File: src/rtl/dcache_if.sv
// CPU-side and memory-side signal bundle for the direct-mapped data cache.
// The cache controller uses the slave modport; the CPU/memory side uses master.
interface dcache_if;
  logic        cpu_read;
  logic        cpu_write;
  logic [7:0]  cpu_address;
  logic [7:0]  cpu_write_data;
  logic [7:0]  cpu_read_data;
  logic        cpu_busy_wait;
  logic        mem_read;
  logic        mem_write;
  logic [6:0]  mem_address;
  logic [15:0] mem_write_data;
  logic [15:0] mem_read_data;
  logic        mem_busy_wait;

  modport slave (
    input  cpu_read, cpu_write, cpu_address, cpu_write_data,
           mem_read_data, mem_busy_wait,
    output cpu_read_data, cpu_busy_wait,
           mem_read, mem_write, mem_address, mem_write_data
  );

  modport master (
    output cpu_read, cpu_write, cpu_address, cpu_write_data,
           mem_read_data, mem_busy_wait,
    input  cpu_read_data, cpu_busy_wait,
           mem_read, mem_write, mem_address, mem_write_data
  );
endinterface

File: src/rtl/dcache_ctrl.sv
// Direct-mapped, write-back, write-allocate data cache controller:
// 8 lines of 2-byte blocks, 4-bit tags, single outstanding miss.
module dcache_ctrl (
  input  logic     clk,
  input  logic     rst,
  dcache_if.slave  bus
);

  typedef enum logic [1:0] {IDLE, WRITEBACK, ALLOCATE, UPDATE} state_t;

  state_t      state, next;
  logic [7:0]  valid, dirty;
  logic [3:0]  tag_arr [8];
  logic [15:0] data_arr [8];
  logic [15:0] fill;
  logic        armed;

  logic [2:0]  index;
  logic [3:0]  tag;
  logic        offset;
  logic        rd_only, wr_only, hit, wr_hit, mem_done;

  logic        busy_c, mem_read_c, mem_write_c;
  logic [6:0]  mem_address_c;
  logic [15:0] mem_write_data_c;
  logic [7:0]  read_data_c;

  assign index    = bus.cpu_address[3:1];
  assign tag      = bus.cpu_address[7:4];
  assign offset   = bus.cpu_address[0];
  assign rd_only  = bus.cpu_read & ~bus.cpu_write;
  assign wr_only  = bus.cpu_write & ~bus.cpu_read;
  assign hit      = valid[index] && (tag_arr[index] == tag);
  assign wr_hit   = (state == IDLE) && wr_only && hit;
  // armed is low on the first edge of a memory state, so busy is ignored there
  assign mem_done = armed && !bus.mem_busy_wait;

  always_comb begin
    next             = state;
    busy_c           = 1'b0;
    mem_read_c       = 1'b0;
    mem_write_c      = 1'b0;
    mem_address_c    = 7'd0;
    mem_write_data_c = 16'd0;
    read_data_c      = 8'd0;
    case (state)
      IDLE: begin
        if (rd_only || wr_only) begin
          if (!hit) begin
            busy_c = 1'b1;
            next   = (valid[index] && dirty[index]) ? WRITEBACK : ALLOCATE;
          end else if (rd_only) begin
            read_data_c = offset ? data_arr[index][15:8] : data_arr[index][7:0];
          end
        end
      end
      WRITEBACK: begin
        busy_c           = 1'b1;
        mem_write_c      = 1'b1;
        mem_address_c    = {tag_arr[index], index};
        mem_write_data_c = data_arr[index];
        if (mem_done) next = ALLOCATE;
      end
      ALLOCATE: begin
        busy_c        = 1'b1;
        mem_read_c    = 1'b1;
        mem_address_c = {tag, index};
        if (mem_done) next = UPDATE;
      end
      UPDATE: begin
        busy_c = 1'b1;
        next   = IDLE;
      end
      default: next = IDLE;
    endcase
  end

  assign bus.cpu_busy_wait  = busy_c;
  assign bus.cpu_read_data  = read_data_c;
  assign bus.mem_read       = mem_read_c;
  assign bus.mem_write      = mem_write_c;
  assign bus.mem_address    = mem_address_c;
  assign bus.mem_write_data = mem_write_data_c;

  always_ff @(posedge clk or negedge rst) begin
    if (!rst) begin
      state <= IDLE;
      armed <= 1'b0;
      valid <= 8'd0;
      dirty <= 8'd0;
    end else begin
      state <= next;
      armed <= (state == next);
      if (state == UPDATE) begin
        valid[index] <= 1'b1;
        dirty[index] <= 1'b0;
      end else if (wr_hit) begin
        dirty[index] <= 1'b1;
      end
    end
  end

  // Line storage and refill buffer carry no reset; valid bits guard them
  always_ff @(posedge clk) begin
    if (state == ALLOCATE && next == UPDATE)
      fill <= bus.mem_read_data;
    if (state == UPDATE) begin
      data_arr[index] <= fill;
      tag_arr[index]  <= tag;
    end else if (wr_hit) begin
      if (offset) data_arr[index][15:8] <= bus.cpu_write_data;
      else        data_arr[index][7:0]  <= bus.cpu_write_data;
    end
  end

endmodule
File: src/flat_wrapper.sv
// flat-port wrapper written by rule: the top's interface ports become plain ports
module dcache_ctrl_flat 
  (clk, rst, bus_cpu_read, bus_cpu_write, bus_cpu_address, bus_cpu_write_data, bus_mem_read_data, bus_mem_busy_wait, bus_cpu_read_data, bus_cpu_busy_wait, bus_mem_read, bus_mem_write, bus_mem_address, bus_mem_write_data);
  dcache_if bus_i ();
  input  logic clk;
  input  logic rst;
  input wire logic [$bits(bus_i.cpu_read)-1:0] bus_cpu_read;
  input wire logic [$bits(bus_i.cpu_write)-1:0] bus_cpu_write;
  input wire logic [$bits(bus_i.cpu_address)-1:0] bus_cpu_address;
  input wire logic [$bits(bus_i.cpu_write_data)-1:0] bus_cpu_write_data;
  input wire logic [$bits(bus_i.mem_read_data)-1:0] bus_mem_read_data;
  input wire logic [$bits(bus_i.mem_busy_wait)-1:0] bus_mem_busy_wait;
  output wire logic [$bits(bus_i.cpu_read_data)-1:0] bus_cpu_read_data;
  output wire logic [$bits(bus_i.cpu_busy_wait)-1:0] bus_cpu_busy_wait;
  output wire logic [$bits(bus_i.mem_read)-1:0] bus_mem_read;
  output wire logic [$bits(bus_i.mem_write)-1:0] bus_mem_write;
  output wire logic [$bits(bus_i.mem_address)-1:0] bus_mem_address;
  output wire logic [$bits(bus_i.mem_write_data)-1:0] bus_mem_write_data;
  assign bus_i.cpu_read = bus_cpu_read;
  assign bus_i.cpu_write = bus_cpu_write;
  assign bus_i.cpu_address = bus_cpu_address;
  assign bus_i.cpu_write_data = bus_cpu_write_data;
  assign bus_i.mem_read_data = bus_mem_read_data;
  assign bus_i.mem_busy_wait = bus_mem_busy_wait;
  assign bus_cpu_read_data = bus_i.cpu_read_data;
  assign bus_cpu_busy_wait = bus_i.cpu_busy_wait;
  assign bus_mem_read = bus_i.mem_read;
  assign bus_mem_write = bus_i.mem_write;
  assign bus_mem_address = bus_i.mem_address;
  assign bus_mem_write_data = bus_i.mem_write_data;
  dcache_ctrl u_core (.clk(clk), .rst(rst), .bus(bus_i));
endmodule
File: config.mk
export PLATFORM = sky130hd
export DESIGN_NAME = dcache_ctrl_flat
export DESIGN_NICKNAME = d
export VERILOG_FILES = /design/src/rtl/dcache_if.sv /design/src/rtl/dcache_ctrl.sv /design/src/flat_wrapper.sv
export SDC_FILE = /design/constraint.sdc
export NUM_CORES = 1
export LEC_CHECK = 0
export ABC_AREA = 1
export CORE_MARGIN = 2
export CORE_UTILIZATION = 60
export CTS_CLUSTER_DIAMETER = 80
export DETAILED_ROUTE_END_ITERATION = 12
export PLACE_DENSITY_LB_ADDON = 0.25
export SYNTH_ARGS = -nofsm -noshare
export SYNTH_HDL_FRONTEND = slang
export SYNTH_SLANG_ARGS = --single-unit
File: constraint.sdc
create_clock -name clk -period 6.22 [get_ports clk]
set_input_delay 1.244 -clock clk [delete_from_list [all_inputs] [get_ports clk]]
set_output_delay 1.244 -clock clk [all_outputs]
set_load 0.005 [all_outputs]
# After elaboration in Yosys (flattened, before gate mapping)
# Memories as Yosys holds them, arrays and structs flattened.
# Index checks and enable logic that the tools add are counted.
# classes
n_lt_le_gt_ge	2
eq_ne	6
muxes	38
bitwise	10
n_reduce_logical	12
# op_table
cell	count
2-to-1 mux 8 bit	9
2-to-1 mux 1 bit	17
2-to-1 mux 16 bit	1
bitwise OR 8 bit	2
one-hot mux 7 bit (2 select lines)	1
2-to-1 mux 2 bit	5
AND 8 bit	1
inverter 8 bit	1
one-hot mux 2 bit (4 select lines)	1
logical AND 1 bit	7
binary-select mux 1 bit (select 3 bit)	2
== test 2 bit, second input constant	3
== test 4 bit	1
less-than comparator 3 x 4 -> 1 bit, second input constant	1
demux 1 bit (select 3 bit)	1
>= comparator 3 x 1 -> 1 bit, second input constant	1
OR reduction 3 bit	1
AND 1 bit	2
== test 2 x 1 -> 1 bit, second input constant	1
== test 2 bit	1
zero test 2 bit	1
inverter 1 bit	2
bitwise OR 1 bit	2
one-hot mux 1 bit (2 select lines)	1
3 further kinds	3
# totals
reg_bits	35
ram_bits	160
inputBits	37
output_inout_bits	34
elab_cells	75
memories	2
# mem_list
memory	words	width	read_ports	rd_clocked_by_memory_dff	write_ports	line_no	source
u_core.data_arr	8	16	1	0	1	dcache_ctrl.sv:14	logic [15:0] data_arr [8];
u_core.tag_arr	8	4	1	0	1	dcache_ctrl.sv:13	logic [3:0] tag_arr [8];

# Logic depth before layout (Yosys ltp)
# logic_depth
word_depth	9
mapped_depth	18
depth_no_buf	18

# Worst setup path after synthesis
# Ideal clock, no wire load.
# synth_timing
path_kind	input to output
start	input bus_cpu_address[2]
end	output bus_cpu_read_data[5]
arrival_ps	2683
required_ps	4976
setup_slack_ps	2293
path_stages	9
n_path_buf	2
path_cell_list	buf_2 > nor2_1 > inv_1 > nor2_2 > clkbuf_1 > a221oi_1 > nand4_1 > nor2_1 > a211oi_1
# synth_between
elab_chain_len	6
word_cells_on_any_way	11
cone_classes	eq/ne: 1; mux: 7; reduce/logical: 1; memory: 2
# synth_rtl
element	line_no	source
from (decl)	flat_wrapper.sv:9	input wire logic [$bits(bus_i.cpu_address)-1:0] bus_cpu_address;
memory read (8 x 4 bit) (tied with other cells)	n/a	
== test 4 bit (tied with other cells)	dcache_ctrl.sv:33	assign hit = valid[index] && (tag_arr[index] == tag);
logical AND 1 bit or 2-to-1 mux 8 bit (tied branches)	dcache_ctrl.sv:33, dcache_ctrl.sv:52	
2-to-1 mux 8 bit (*)	dcache_ctrl.sv:49	if (!hit) begin
2-to-1 mux 8 bit (*)	dcache_ctrl.sv:48	if (rd_only || wr_only) begin
2-to-1 mux 8 bit (*)	dcache_ctrl.sv:46	case (state)
to (decl)	flat_wrapper.sv:13	output wire logic [$bits(bus_i.cpu_read_data)-1:0] bus_cpu_read_data;
# Every way passes the cells marked *; elsewhere a longest branch is shown, timed or not. The select of a mux whose other input is x is not followed.

# Worst setup path in the final report
# layout_timing
start	input bus_cpu_address[2]
end	output bus_cpu_read_data[2]
# The elaborated chain is that of the path after synthesis.

==> results.cfg <==
[clocking]
cts.sinks = 195
cts_tree = built
postCtsSetupBuffers = 0
postCtsHoldBufs = 0
clk_latency_ns = 0.44
clockBufferDepth = 2
numCtsBuffers = 17
path_clk_slew_ns = 0.07
htreeDepth = 4
root_buffer = clkbuf_16
cts_resized = 0

[global_route]
grt_max_degree = 32
grt_usage_pct = 29.64
overflow = 0
grt_antenna_before_repair = 0
grt_pass1_vias = 5989
grt_pass1_wl_mm = 31.51

[synthesis]
ys.flop_type = edfxtp_1
netlist_area_um2 = 8229
ys.warnings.count = 0
synth_seq_cells = 195
synth_edf_count = 176
synth_fp_nets = 755
ys_async_sr_fraction_pct = 9.744
syn_area_per_cell_um2 = 11.57
synthDistinctLibCells = 31
ys_seq_area_share_pct = 70.00
syn_inst = 711

[die]
fp.dieH_um = 121.1
initial_core_util_pct = 61.90
die_x_um = 121.1
dieArea_um2 = 14670
ios = 71
num_rows = 42
coreArea_um2 = 13300

[routing]
vias = 5834
avgRoutedWirePerCell_um = 20.72
drc = 0
wirelength_mm = 20.33
detail_route.vias_per_cell = 5.947
ant_nets = 0
drtIter0Drc = 695
dr.pass1.iters = 5

[layout]
areaGrowthSynthToFinish_pct = 18.23
layout_common_cells = 176 x nand2_1, 176 x edfxtp_1, 85 x inv_1
diodes = 0
final_cell_area_um2 = 9729
final_util_pct = 73.18
drive_gt1_share_pct = 6.584
nNetsFinal = 836

[setup_path]
r2r-start = u_core.state[1]
worstSetupEndpointType = output pin
start_kind = input port
path_class = in2out
crit_arrival_ns = 4.53
worstSetupStartpoint = bus_cpu_address[2]
r2r_cells = 7
required_ns = 4.98
path_max_fanout = 17
reg2reg_setup_slack_ns = 3.14
worst_r2r_endpoint = u_core.fill[1]
crit_end = bus_cpu_read_data[2]

[sta]
min_period_ns = 5.772
relSlewSlack_pct = 32.03
drv_slew = 0
setup_tns_ns = 0
fin_crit_sh_pct = 92.80
setup_viol = 0
hold_violations = 0
fmax_mhz = 173.2
finClkSkew_ns = 0.009626
rsz0062_at_grt = false
worst_pin_slew_ns = 1.016

[placed_design]
post_dp_cell_area_um2 = 9140
port_buffers = 70
gp_congestion = 0.9090
hpwl_mm = 13.60

[hold_path]
min_path_type = reg2reg

[pwr]
vdd_drop_max_v = 0.0002499
leakage_uw = 0.003679
cellPowerDensity_nw_per_um2 = 338.2

[flow_run]
maxCapViolations = 0

[status]
status = complete, no violations
[final cells by class]
class | count | area, um2
Tap cell | 176 | 220.2
Clock inverter | 13 | 156.4
Timing Repair Buffer | 80 | 775.7
Sequential cell | 195 | 5761
Clock buffer | 19 | 432.9
Fill cell | 863 | 3566
Multi-Input combinational cell | 408 | 2046
Inverter | 90 | 337.8
[power breakdown]
| group | switching (uW) | total, uW | internal [uW] |
|---|---|---|---|
| registers | 45.4 | 1610 | 1560 |
| clock network | 467 | 1100 | 631 |
| logic | 366 | 585 | 219 |
| total | 878 | 3290 | 2410 |
[routing by layer]
layer,track usage [%],part of all wire [%],routed length (um)
met1,36.95,38,7719
met2,49.19,50,10080
met4,14.97,4.0,806
met5,0,0,0
met3,6.344,8.5,1719
[stage by stage]
step	total power (uW)	instances	setup slack [ns]	hold slack [ns]
5_1_grt	3418	981	0.2562	0.4928
4_1_cts	3286	981	0.5035	0.4610
3_3_place_gp	2182	949	0.5667	0.4379
6_report	3290	981	0.4478	0.4651
2_1_floorplan	1947	711	2.293	0.4240
3_5_place_dp	2210	949	0.5189	0.4456
[state kept, by name (all words and copies together) (netlist names), named ones only]
| name | cells |
|---|---|
| u_core.data_arr | 128 |
| u_core.tag_arr | 32 |
| u_core.fill | 16 |
| u_core.valid | 8 |
| u_core.state | 2 |
| u_core.armed | 1 |
[worst max-delay path, cell delays in order]
cell and delay, ns:
clkdlybuf4s50_1 0.68, nor2_1 0.19, nand2_1 0.25, clkinv_1 0.61, a22o_1 0.42, a221oi_1 0.22, nand4_1 0.21, nand2_1 0.17
a21oi_1 0.08, clkdlybuf4s50_1 0.46
[Yosys cell counts, drive strengths merged (7+ instances only)]
cell type	n	area [um2]
a21oi	18	90.09
a221oi	18	157.7
a22o	20	175.2
a22oi	10	75.07
buf	11	58.80
clkbuf	7	26.28
dfrtp	19	475.5
edfxtp	176	5285
ha	7	87.58
inv	88	330.3
nand2	179	689.4
nand3	18	90.09
nand4	15	93.84
nor2	76	321.6
o21ai	33	165.2
[cells by family (layout without fill, tap and decap cells)]
| logic type | after synthesis | after routing | synth area share (%) |
|---|---|---|---|
| buffers and inverters | 108 | 202 | 5.139 |
| AND/OR/NAND/NOR | 294 | 294 | 14.98 |
| AO/OA/AOI/OAI | 107 | 107 | 8.819 |
| flip-flops | 195 | 195 | 70.00 |
| adder cells (fa/ha/maj) | 7 | 7 | 1.064 |
[worst min-delay path by stage]
stage                     slack (ns)  cells after the start         endpoint             from
after floorplan                 0.42                      2  u_core.valid[0]  u_core.valid[0]
after global placement          0.44                      2  u_core.valid[4]  u_core.valid[4]
after detailed placement        0.45                      2  u_core.valid[0]  u_core.valid[0]
after CTS                       0.46                      2  u_core.valid[0]  u_core.valid[0]
after global routing            0.49                      2  u_core.valid[0]  u_core.valid[0]
final                           0.47                      2  u_core.valid[0]  u_core.valid[0]
Power figures use the tool's default switching activity.
==> patch 1, RTL diff (same flow settings) <==
Make the reset (`rst`) synchronous in one clocked block.
--- a/src/rtl/dcache_ctrl.sv
+++ b/src/rtl/dcache_ctrl.sv
@@ -82,7 +82,7 @@
   assign bus.mem_address    = mem_address_c;
   assign bus.mem_write_data = mem_write_data_c;
 
-  always_ff @(posedge clk or negedge rst) begin
+  always_ff @(posedge clk) begin
     if (!rst) begin
       state <= IDLE;
       armed <= 1'b0;
Check against the original RTL: differs if rst is asserted again (counterexample within 4 cycles, from zero or initial values and one cycle with rst low); with rst held inactive, the same outputs for 4 cycles.
==> patch 1 against the unedited design <==
- final area decreased by 0.33%
- wire length decreased by 2.8%
- synthesized area decreased by 0.38%
- setup slack improved by 0.21 ns
- critical path depth increased by 1
- utilization decreased by 0.24 points
- sequential cell count unchanged
- critical endpoint is now bus_cpu_read_data[3]
Power is not compared: it rests on default switching activity, and its combinational part moved more than twofold at a synthesized area within 25%.
==> patch 1: results (changes against the unedited design) <==
[run_status]
status=completed

[cells_and_area]
final_nets=812  ; -2.9%
diodes=0  ; unchanged
drive_gt1_share_pct=11.41  ; +4.8 points
top_regs=u_core.data_arr (128), u_core.tag_arr (32), u_core.fill (16)
fillers=882  ; +2.2%

[logic_synthesis]
synth_edf_count=176  ; unchanged
synthesis.nets=726  ; -3.8%
yosys-top-cells-area=edfxtp_1 64%, nand2_1 6.8%, dfxtp_1 4.6%
synthArstFlopShare_pct=0  ; -9.7 points
seq_area_frac_synth_pct=69.11  ; -0.89 points
synthDistinctLibCells=38  ; +23%
yosys_warnings=0  ; unchanged
yosys-top-cells-count=176 x edfxtp_1, 148 x nand2_1, 68 x nor2_1

[sta]
slew_headroom_pct=31.27  ; -0.75 points
skew_ns=0.006965  ; -0.002661 ns

[clock_tree]
cts_made_buffers=17  ; unchanged
clkTransAtPathRegs_ns=0.07  ; about the same
cts_resized=0  ; unchanged
cts_max_level=4  ; unchanged
clock_latency_ns=0.43
clock_path_buffers=2  ; unchanged
cts_root_buf=clkbuf_16
postCtsSetupBuffers=0  ; unchanged

[critical_path]
worstPathArrival_ns=4.32  ; -0.21 ns
critPathMaxStageDelay_ns=0.65  ; -0.03 ns
cp_top_family=buffers and inverters
cp_max_fo=11  ; -6
cpMaxStageDelayCell=clkdlybuf4s50_1

[grt]
grt_usage_pct=28.31  ; -1.3 points
grt_pass1_wl_um=30120  ; -4.4%
grt_use_met2_pct=47.30  ; -1.9 points
grt_pass1_vias=5648  ; -5.7%
grt_util_met3_pct=6.297  ; -0.047 points
grt_max_degree=27  ; -16%
met1_usage_pct=35.25  ; -1.7 points

[route]
ant_nets=0  ; unchanged
vias_per_cell=5.968  ; +0.35%
drt_iter0_markers=710  ; +2.2%
wl_per_cell_um=20.67  ; -0.23%
first_pass_iters=5  ; unchanged

[place]
io_buffers=70  ; unchanged
hpwlAfterDp_um=13420  ; -1.4%
gp_congestion=0.8953  ; -1.5%

[worst_hold_path]
hold_path_class=register to register

[power_and_ir_drop]
vdd_drop_max_v=0.0002230
leakage_nw=3.546

[patch 1: kinds of logic (layout without fill, tap and decap cells)]
kind of cell    after synthesis  after routing  share of synthesized area [%]
compound gates              108            108                          9.997
fa+ha+maj                     7              7                          1.068
flops                       195            195                          69.11
buf+inv                      93            191                          5.144
simple gates                279            279                          14.68
[patch 1: path summary, 6_finish.rpt]
check | from | to | slack, ns | cells after the start
max | bus_cpu_address[2] | bus_cpu_read_data[3] | 0.66 | 11
min | u_core.valid[4] | u_core.valid[4] | 0.47 | 2
max reg2reg | u_core.tag_arr[0][3] | u_core.data_arr[7][5] | 3.25 | 12
min reg2reg | u_core.valid[4] | u_core.valid[4] | 0.47 | 2
[patch 1: where the power goes]
part | internal, mW | switching, mW
sequential | 1.44 | 0.00619
clock | 0.632 | 0.462
combinational | 0.0907 | 0.146
total | 2.16 | 0.614
[patch 1: layer usage]
| layer | up-vias | wire length [µm] |
|---|---|---|
| met5 | - | 0 |
| met4 | 0 | 698 |
| met3 | 51 | 1645 |
| met2 | 346 | 10140 |
| met1 | 2740 | 7279 |
| li1 | 2568 | - |
[patch 1: final cells by class]
| cell class | count | area share [%] |
|---|---|---|
| well taps | 176 | 2.271 |
| flip-flops and latches | 195 | 58.43 |
| clock inverters | 12 | 1.613 |
| repair buffers | 86 | 8.465 |
| clock buffers | 19 | 4.465 |
| inverters | 74 | 2.942 |
| multi-input cells | 394 | 21.82 |
[patch 1: metrics by stage]
| step | cells | power, mW | util (%) | area [µm²] | setup slack (ns) |
|---|---|---|---|---|---|
| after global placement | 925 | 1.696 | 68.50 | 9107 | 0.7871 |
| after detailed placement | 925 | 1.704 | 68.50 | 9107 | 0.7946 |
| final | 956 | 2.773 | 72.93 | 9697 | 0.6610 |
| after global routing | 956 | 2.851 | 72.93 | 9697 | 0.5031 |
| after CTS | 956 | 2.777 | 72.93 | 9697 | 0.7332 |
| after floorplan | 682 | 1.600 | - | 8198 | 2.186 |
[patch 1: worst min-delay path, delay by kind of cell, from the launching register on]
| family | cells | cell delay (ns) |
|---|---|---|
| flops | 1 | 0.33 |
| simple gates | 2 | 0.12 |
==> patch 2, RTL diff (same flow settings) <==
Without the edit above. The 4 states of `state_t` get a one-hot encoding in 4 bits.
--- a/src/rtl/dcache_ctrl.sv
+++ b/src/rtl/dcache_ctrl.sv
@@ -6,7 +6,7 @@
   dcache_if.slave  bus
 );
 
-  typedef enum logic [1:0] {IDLE, WRITEBACK, ALLOCATE, UPDATE} state_t;
+  typedef enum logic [3:0] {IDLE = 4'b0001, WRITEBACK = 4'b0010, ALLOCATE = 4'b0100, UPDATE = 4'b1000} state_t;
 
   state_t      state, next;
   logic [7:0]  valid, dirty;
Formal check against the unedited RTL: same outputs for any inputs over 4 cycles, from zero or initial values and one cycle with rst low; so few cycles prove little.
==> patch 2 against the unedited design <==
- synthesized area increased by 0.46%
- setup slack improved by 0.14 ns
- global-route usage increased by 0.15 points
- count of clock-buffer cells in the layout decreased by 2
- sequential share of layout area increased by 0.34 points
- wire length increased by 1.7%
- final area increased by 0.32%
- sequential cell count increased by 2
- via count increased by 1.1%
Power is not compared: it rests on default switching activity, and its combinational part moved more than twofold at a synthesized area within 25%.
==> patch 2: results (changes against the unedited design) <==
[cells_and_area]
fillers=914  ; +5.9%
drive_gt1_share_pct=8.135  ; +1.6 points
finalNonFillerCells=975  ; -0.61%
final_nets=826  ; -1.2%

[logic_synthesis]
synthDistinctLibCells=39  ; +26%
synthesis.nets=742  ; -1.7%
synth_adder_area_share_pct=0.3027  ; -0.76 points
seq_area_frac_synth_pct=70.30  ; +0.30 points
synthArstFlopShare_pct=10.66  ; +0.92 points
yosys-top-cells-count=191 x nand2_1, 176 x edfxtp_1, 66 x inv_1
synth_compound_area_share_pct=8.975  ; +0.16 points
yosys-top-cells-area=edfxtp_1 64%, nand2_1 8.7%, dfrtp_1 6.1%
synthCells=703  ; -1.1%

[grt]
met1_usage_pct=40.26  ; +3.3 points
grt_use_met2_pct=47.44  ; -1.8 points
grt_pass1_wl_um=31910  ; +1.3%
grt_pass1_vias=5812  ; -3.0%

[critical_path]
r2r_end=u_core.data_arr[2][9]
rr_startpoint=u_core.state[0]
critPathMaxStageDelay_ns=0.72  ; +0.04 ns
r2r_cells=6  ; -1
worstPathArrival_ns=4.39  ; -0.14 ns
cp_max_fo=12  ; -5
r2r_setup_slack_ns=3.06  ; -0.08 ns

[place]
dpl_worst_slack_ns=0.6764  ; +0.1575 ns
placed_area_mm2=0.009174  ; +0.37%
dp_cells=944  ; -0.53%
hpwlAfterDp_um=13850  ; +1.9%
gp_congestion=0.9227  ; +1.5%

[route]
wl_um=20670  ; +1.7%
drt_iter0_markers=737  ; +6.0%
route.met2.wl_um=10120  ; +0.38%
vias=5896  ; +1.1%
first_pass_iters=6  ; +1
wl_met3_um=1900  ; +11%
wl_met1_um=8107  ; +5.0%

[sta]
whs_ns=0.4711  ; +0.006034 ns
skew_ns=0.008254  ; -0.001372 ns
tightest_slew_ns=1.015  ; -0.001036 ns

[run_status]
status=completed

[worst_hold_path]
hold_end=u_core.valid[4]
min_from=u_core.valid[4]

## patch 2: worst max-delay path by stage
| stage | startpoint | cells past startpoint | slack [ns] | endpoint |
|---|---|---|---|---|
| global route | bus_cpu_address[1] | 16 | 0.45 | bus_cpu_read_data[4] |
| global placement | bus_cpu_address[1] | 15 | 0.73 | bus_cpu_read_data[4] |
| floorplan | bus_cpu_address[1] | 10 | 2.34 | bus_cpu_read_data[7] |
| finish | bus_cpu_address[1] | 14 | 0.59 | bus_cpu_read_data[4] |
| CTS | bus_cpu_address[1] | 15 | 0.66 | bus_cpu_read_data[4] |
| detailed placement | bus_cpu_address[1] | 15 | 0.68 | bus_cpu_read_data[4] |
## patch 2: layout make-up
cell class	count	area share, %
Clock buffer	17	4.358
Clock inverter	14	1.654
Inverter	74	2.923
Multi-Input combinational cell	413	21.01
Sequential cell	197	59.54
Tap cell	176	2.256
Timing Repair Buffer	84	8.255
